File: config.mk
export PLATFORM = sky130hd
export DESIGN_NAME = modexp_sched
export DESIGN_NICKNAME = d
export VERILOG_FILES = /design/src/rtl/modexp_sched.sv
export SDC_FILE = /design/constraint.sdc
export NUM_CORES = 2
export LEC_CHECK = 0
export ABC_AREA = 1
export CAP_MARGIN = 20
export CORE_AREA = 4 4 422 424
export DETAILED_ROUTE_END_ITERATION = 8
export DIE_AREA = 0 0 426 428
export GPL_TIMING_DRIVEN = 0
export PLACE_DENSITY_LB_ADDON = 0.12
export SYNTH_ARGS = -nofsm -noshare
export SYNTH_HDL_FRONTEND = slang
export SYNTH_SLANG_ARGS = --single-unit
File: constraint.sdc
create_clock -name clk -period 3 [get_ports clk]
set_input_delay 0.75 -clock clk [delete_from_list [all_inputs] [get_ports clk]]
set_output_delay 0.75 -clock clk [all_outputs]
set_load 0.05 [all_outputs]
File: src/rtl/modexp_sched.sv
// Left-to-right square-and-multiply sequencer for the mon_prod Montgomery multiplier.
// Issues OPXX per exponent bit, OPXM per set bit, and a closing OPX1.
module modexp_sched #(
  parameter int EBITS   = 1024,
  parameter int LENW    = 11,
  parameter int ARM_CYC = 2
) (
  input  logic             clk,
  input  logic             rst_n,
  input  logic             start,
  input  logic [EBITS-1:0] exponent,
  input  logic [LENW-1:0]  exp_len,
  input  logic [9:0]       mp_count_cfg,
  output logic             mp_start,
  output logic [1:0]       mp_op_code,
  output logic [9:0]       mp_count,
  input  logic             mp_stop,
  output logic             busy,
  output logic             done,
  output logic [11:0]      op_cnt
);

  localparam int IW = (EBITS > 1) ? $clog2(EBITS) : 1;
  localparam int AW = (ARM_CYC > 1) ? $clog2(ARM_CYC) : 1;

  localparam logic [1:0] OPXX = 2'd0;
  localparam logic [1:0] OPXM = 2'd1;
  localparam logic [1:0] OPX1 = 2'd2;

  typedef enum logic [2:0] {
    S_IDLE,
    S_ISSUE,
    S_ARM,
    S_WAIT,
    S_DONE
  } state_e;

  state_e           state_q, state_d;
  logic [EBITS-1:0] exp_q, exp_d;
  logic [IW-1:0]    idx_q, idx_d;
  logic [1:0]       op_q, op_d;
  logic [9:0]       cnt_q, cnt_d;
  logic [11:0]      opn_q, opn_d;
  logic [AW-1:0]    arm_q, arm_d;
  logic [LENW-1:0]  len_c;

  assign len_c = (exp_len > LENW'(EBITS)) ? LENW'(EBITS) : exp_len;

  always_ff @(posedge clk or negedge rst_n) begin
    if (!rst_n) begin
      state_q <= S_IDLE;
      exp_q   <= '0;
      idx_q   <= '0;
      op_q    <= OPXX;
      cnt_q   <= '0;
      opn_q   <= '0;
      arm_q   <= '0;
    end else begin
      state_q <= state_d;
      exp_q   <= exp_d;
      idx_q   <= idx_d;
      op_q    <= op_d;
      cnt_q   <= cnt_d;
      opn_q   <= opn_d;
      arm_q   <= arm_d;
    end
  end

  always_comb begin
    state_d = state_q;
    exp_d   = exp_q;
    idx_d   = idx_q;
    op_d    = op_q;
    cnt_d   = cnt_q;
    opn_d   = opn_q;
    arm_d   = arm_q;
    unique case (state_q)
      S_IDLE: begin
        if (start) begin
          exp_d   = exponent;
          cnt_d   = mp_count_cfg;
          opn_d   = '0;
          idx_d   = IW'(len_c - LENW'(1));
          op_d    = (len_c == '0) ? OPX1 : OPXX;
          state_d = S_ISSUE;
        end
      end
      S_ISSUE: begin
        opn_d   = opn_q + 12'd1;
        arm_d   = '0;
        state_d = S_ARM;
      end
      S_ARM: begin
        // stop is still high from the previous op here
        if (arm_q == AW'(ARM_CYC - 1)) state_d = S_WAIT;
        else arm_d = arm_q + AW'(1);
      end
      S_WAIT: begin
        if (mp_stop) begin
          state_d = S_ISSUE;
          unique case (1'b1)
            (op_q == OPX1): state_d = S_DONE;
            (op_q == OPXX) && exp_q[idx_q]: op_d = OPXM;
            default: begin
              if (idx_q == '0) begin
                op_d = OPX1;
              end else begin
                idx_d = idx_q - IW'(1);
                op_d  = OPXX;
              end
            end
          endcase
        end
      end
      S_DONE: state_d = S_IDLE;
      default: state_d = S_IDLE;
    endcase
  end

  assign mp_start   = (state_q == S_ISSUE);
  assign done       = (state_q == S_DONE);
  assign busy       = (state_q != S_IDLE);
  assign mp_op_code = op_q;
  assign mp_count   = cnt_q;
  assign op_cnt     = opn_q;

endmodule

After elaboration in Yosys (flattened, before gate mapping)
Index checks and enable logic that the tools add are counted.
{"block": "op_classes", "add_sub_neg": 4, "mul": 0, "div_mod_pow": 0, "magnitude_cmp": 2, "eq_ne": 11, "n_shift": 0, "muxes": 23, "n_bitwise": 0, "n_reduce_logical": 15}
{"cell": "$mux 10", "count": 4}
{"cell": "$pmux 12 s2", "count": 1}
{"cell": "$pmux 10 s2", "count": 1}
{"cell": "$sub 10x1->10 const B", "count": 2}
{"cell": "$add 12x1->12 const B", "count": 1}
{"cell": "$mux 12", "count": 1}
{"cell": "$mux 3", "count": 4}
{"cell": "$ne 2x2->1 const B", "count": 6}
{"cell": "$pmux 3 s4", "count": 1}
{"cell": "$gt 11x11->1 const B", "count": 1}
{"cell": "$logic_not 11->1", "count": 1}
{"cell": "$lt 10x11->1 const B", "count": 1}
{"cell": "$mux 11", "count": 1}
{"cell": "$bmux 1 s10", "count": 1}
{"cell": "$logic_not 10->1", "count": 1}
{"cell": "$mux 2", "count": 4}
{"cell": "$pmux 2 s2", "count": 2}
{"cell": "$eq 3x2->1 const B", "count": 2}
{"cell": "$reduce_bool 2->1", "count": 3}
{"cell": "$reduce_and 5->1", "count": 1}
{"cell": "$reduce_and 2->1", "count": 2}
{"cell": "$reduce_and 4->1", "count": 1}
{"cell": "$eq 3x1->1 const B", "count": 1}
{"cell": "$eq 3x3->1 const B", "count": 1}
{"cell": "other kinds (10)", "count": 11}
{"block": "totals", "reg_bits": 1062, "latch_bits": 0, "ramBits": 0, "romBits": 0, "input_bits": 1049, "output_inout_bits": 27, "memories": 0}

Logic depth before layout (Yosys ltp)
{"block": "logic_depth", "depth_word": 7, "mapped_depth": 25, "mapped_depth_nobuf": 24}

Worst setup path before layout
No wires, ideal clock.
{"block": "synth_path", "path_type": "reg2reg", "startpoint": "reg state_q[2]", "endpoint": "reg opn_q[11] (netlist: op_cnt[11])", "setup_time_ps": 63, "arrival_time_ps": 2445, "t_required_ps": 2937, "setup_slack_ps": 493, "path_stages_with_launch": 6, "synth_period_minus_slack_ps": 2507, "cell_sequence": "dfrtp_1 nor3_2 clkinv_1 nor3_1 mux2_2 inv_1"}
{"block": "synth_between", "elab_chain_len": 3, "elab_cells_between_ends": 6, "cone_classes": "2 x eq/ne; 1 x mux; 3 x reduce/logical"}
{"item": "start: declaration", "line_no": "38", "text": "state_e state_q, state_d;"}
{"item": "start signal: assignment", "line_no": "59", "text": "state_q <= state_d;"}
{"item": "$eq 3x1->1 *"}
{"item": "via mp_start", "line_no": "14", "text": "output logic mp_start,"}
{"item": "$reduce_bool 2->1 (no source line)"}
{"item": "$reduce_and 2->1 (no source line)"}
{"item": "end signal: assignment", "line_no": "64", "text": "opn_q <= opn_d;"}
{"item": "end: declaration", "line_no": "43", "text": "logic [11:0] opn_q, opn_d;"}
The timed path passes the listed nets; every way through them passes the cells marked *.
A chain may end at the register's enable or synchronous reset.

Final worst setup path
{"block": "layout_path", "startpoint": "reg state_q[2]", "endpoint": "out busy"}
{"block": "layout_between", "elab_chain_len": 1}
{"item": "$reduce_bool 3->1", "line_no": "122", "text": "assign busy = (state_q != S_IDLE);"}
{"item": "end: declaration", "line_no": "18", "text": "output logic busy,"}
Every way passes these cells.

==> run metrics <==
status=complete, but fails checks; failing checks=setup timing; Final Critical Period=3.113 ns; pin count of the biggest net entering global routing=168; Crit path arrival time=2.36 ns; final wirelength=332300 um; Clock Skew=0.02477 ns; number of buffers created by CTS=133; hold_sp=exp_q[662]; gr ovfl total=0; Post-DP HPWL=247200 um; Fmax achieved=321.2 MHz; # setup viols final=10; Area growth, synth to finish=43.45%; Pwr Density=1212 mW/mm^2; Die Area=0.1823 mm^2; relative slew slack=0.2178; Post-synth EDFFs=0; Total GRT Usage=0.3519; fin crit share=1.038; CTS max path bufs=3; FF+latch count, synth=1062; Top FF cell, synth=dfrtp_1; vias per std cell=5.195; synthesized area=0.05102 mm^2; sequential fraction of the synthesis area=0.5209; area occupied by registers=0.02658 mm^2; core area=0.1738 mm^2; GP Congestion=0.9491; initial antenna violation count=84; Die Y=428 um; WHS Path Cells=2; first-pass GRT wire length=441700 um; asr flop ratio synth=1.000; clock sinks=1062; DR pass1 iterations=6; commonest non-fill, non-tap cell in the layout=nand2_1; Worst-Margin Slew=1.173 ns; final hold vios=0; Avg Cell Area, Syn=7.571 um^2; commonest cells after routing, fill and taps aside=nand2_1 (2714), clkdlybuf4s50_1 (1070), dfrtp_1 (1060); Max IR drop VDD=516.8 uV; critical path type=reg -> out; RSZ-0062 raised after global routing=true; Warnings, synthesis=0; drc violations=0; leak pwr=34.46 nW; CTS tree=yes; Final WS setup=-0.1131 ns; Unique masters post-synth=41; Multi-input gate area=0.02018 mm^2; Rows=153; max-cap viol count=0; worst setup path startpoint=state_q[2]; reg2reg end=idx_q[2]; FF-to-FF Start=idx_q[1]; Worst Setup End Kind=primary output; Die X=426 um; WL per Instance=31.65 um; layout net count=9070; CP max FO=4; share of cells above drive strength 1=0.08724; vias in the first global route=53562; hold crit path type=reg -> reg; CP required=2.25 ns; 1st-iter DRT viols=6185; Post-Syn Nets=7790; worst reg-to-reg path cell count=21; clock root cell=clkbuf_16; r2r setup slk=-0.05 ns; io pins=1076; fillers=18122; Worst-path clk slew=0.06 ns; Clock Latency Late Sink=0.78 ns; initial core utilization=0.2935; htree depth=4; Tot Pwr=88.74 mW; Port Buffers=1075; Hold Path End=exp_q[662]; cell count after synthesis=6739; DR vias=54540; Post-DRT Antenna Nets=0; TNS Setup=-0.2710 ns; Final Max Slew Viols=0; crit start category=flip-flop
worst max path at each step:
| stage | to | slack, ns | cells after the start |
|---|---|---|---|
| after detailed placement | exp_q[602] | -1.61 | 8 |
| after floorplan | op_cnt[11] | 0.49 | 5 |
| final | busy | -0.11 | 3 |
| after global routing | busy | -0.16 | 3 |
| after global placement | exp_q[905] | -50.69 | 1 |
| after CTS | busy | -0.13 | 3 |
registers in the layout, indices dropped and copies added (netlist names):
name        count
exp_q        1024
op_cnt         12
idx_q          10
mp_count       10
state_q         3
mp_op_code      2
arm_q           1
metrics by stage:
step | hold WS (ns) | std cells | instance area [um^2] | setup slack (ns) | util
after floorplan | 0.4366 | 6739 | 51020 | 0.4925 | -
after global placement | 0.4499 | 10139 | 64690 | -50.69 | 0.3722
after detailed placement | 0.4531 | 10166 | 65230 | -1.614 | 0.3753
after CTS | 0.4567 | 10425 | 72140 | -0.1344 | 0.4150
after global routing | 0.4765 | 10491 | 73170 | -0.1585 | 0.4209
final | 0.4647 | 10499 | 73190 | -0.1131 | 0.4211
final cells by class:
cell class                 instances  area share
inverter                         702     0.03655
timing repair inverter             1   0.0001539
tap                             2325     0.03975
multi-input combinational       4529      0.2758
clock inverter                    43    0.008155
clock buffer                     189     0.05377
antenna                           58    0.001983
timing repair buffer            1146      0.1654
buffer                           444     0.05534
sequential                      1062      0.3631
where the power goes:
part           leakage (nW)  internal (mW)  switching [mW]  total [mW]
clock                  2.24           10.2            6.90        17.1
combinational          19.1           15.0            32.5        47.5
sequential             13.2           21.2            2.98        24.2
per-layer routing:
layer | share of wire | vias up | global-route usage
li1 | - | 23829 | -
met1 | 0.39 | 27046 | 0.4341
met2 | 0.46 | 2866 | 0.5614
met3 | 0.073 | 787 | 0.06135
met4 | 0.080 | 12 | 0.2390
met5 | 0.00023 | - | 0
logic make-up (layout without fill, tap and decap cells):
logic type	count (synthesis)	in the layout	synth area share
fa+ha+maj	2	2	0.0004904
mux	1	1	0.0002207
other cells	0	58	0
simple gates	3340	3340	0.2583
xor+xnor	7	7	0.001202
compound gates	1179	1179	0.1237
flops	1062	1062	0.5209
buf+inv	1148	2525	0.09517
repair_timing:
| action | CTS | global route |
|---|---|---|
| resized for setup | 575 | 203 |
| setup endpoints to repair | 1061 | 649 |
| buffers inserted | 16 | 7 |
| cloned | 10 | 11 |
| hold buffers | 2 | 0 |
| endpoints found under the hold margin | 40 | 0 |
| pin swaps | 34 | 20 |
cell usage after synthesis (3+ instances only):
cell type / count / share of area
xor2_1: 5 / 0.00086
nor3_1: 6 / 0.00059
o211ai_1: 146 / 0.021
nand4_1: 6 / 0.00074
a21oi_1: 169 / 0.017
clkbuf_1: 255 / 0.019
inv_1: 697 / 0.051
nand3_1: 460 / 0.045
buf_6: 35 / 0.0077
buf_2: 110 / 0.011
buf_1: 9 / 0.00066
o22ai_1: 8 / 0.00098
o21ai_0: 834 / 0.082
o21ai_1: 12 / 0.0012
buf_4: 36 / 0.0053
nor2_1: 92 / 0.0068
nand2_1: 2767 / 0.20
inv_2: 3 / 0.00022
dfrtp_1: 1062 / 0.52
critical path, stage by stage, from the launching register on:
cell and delay [ns]:
dfrtp_1 0.47, nor3_1 0.11, inv_1 0.34, dlygate4sd2_1 0.66
Note: power is estimated with default switching activity, not from simulation.
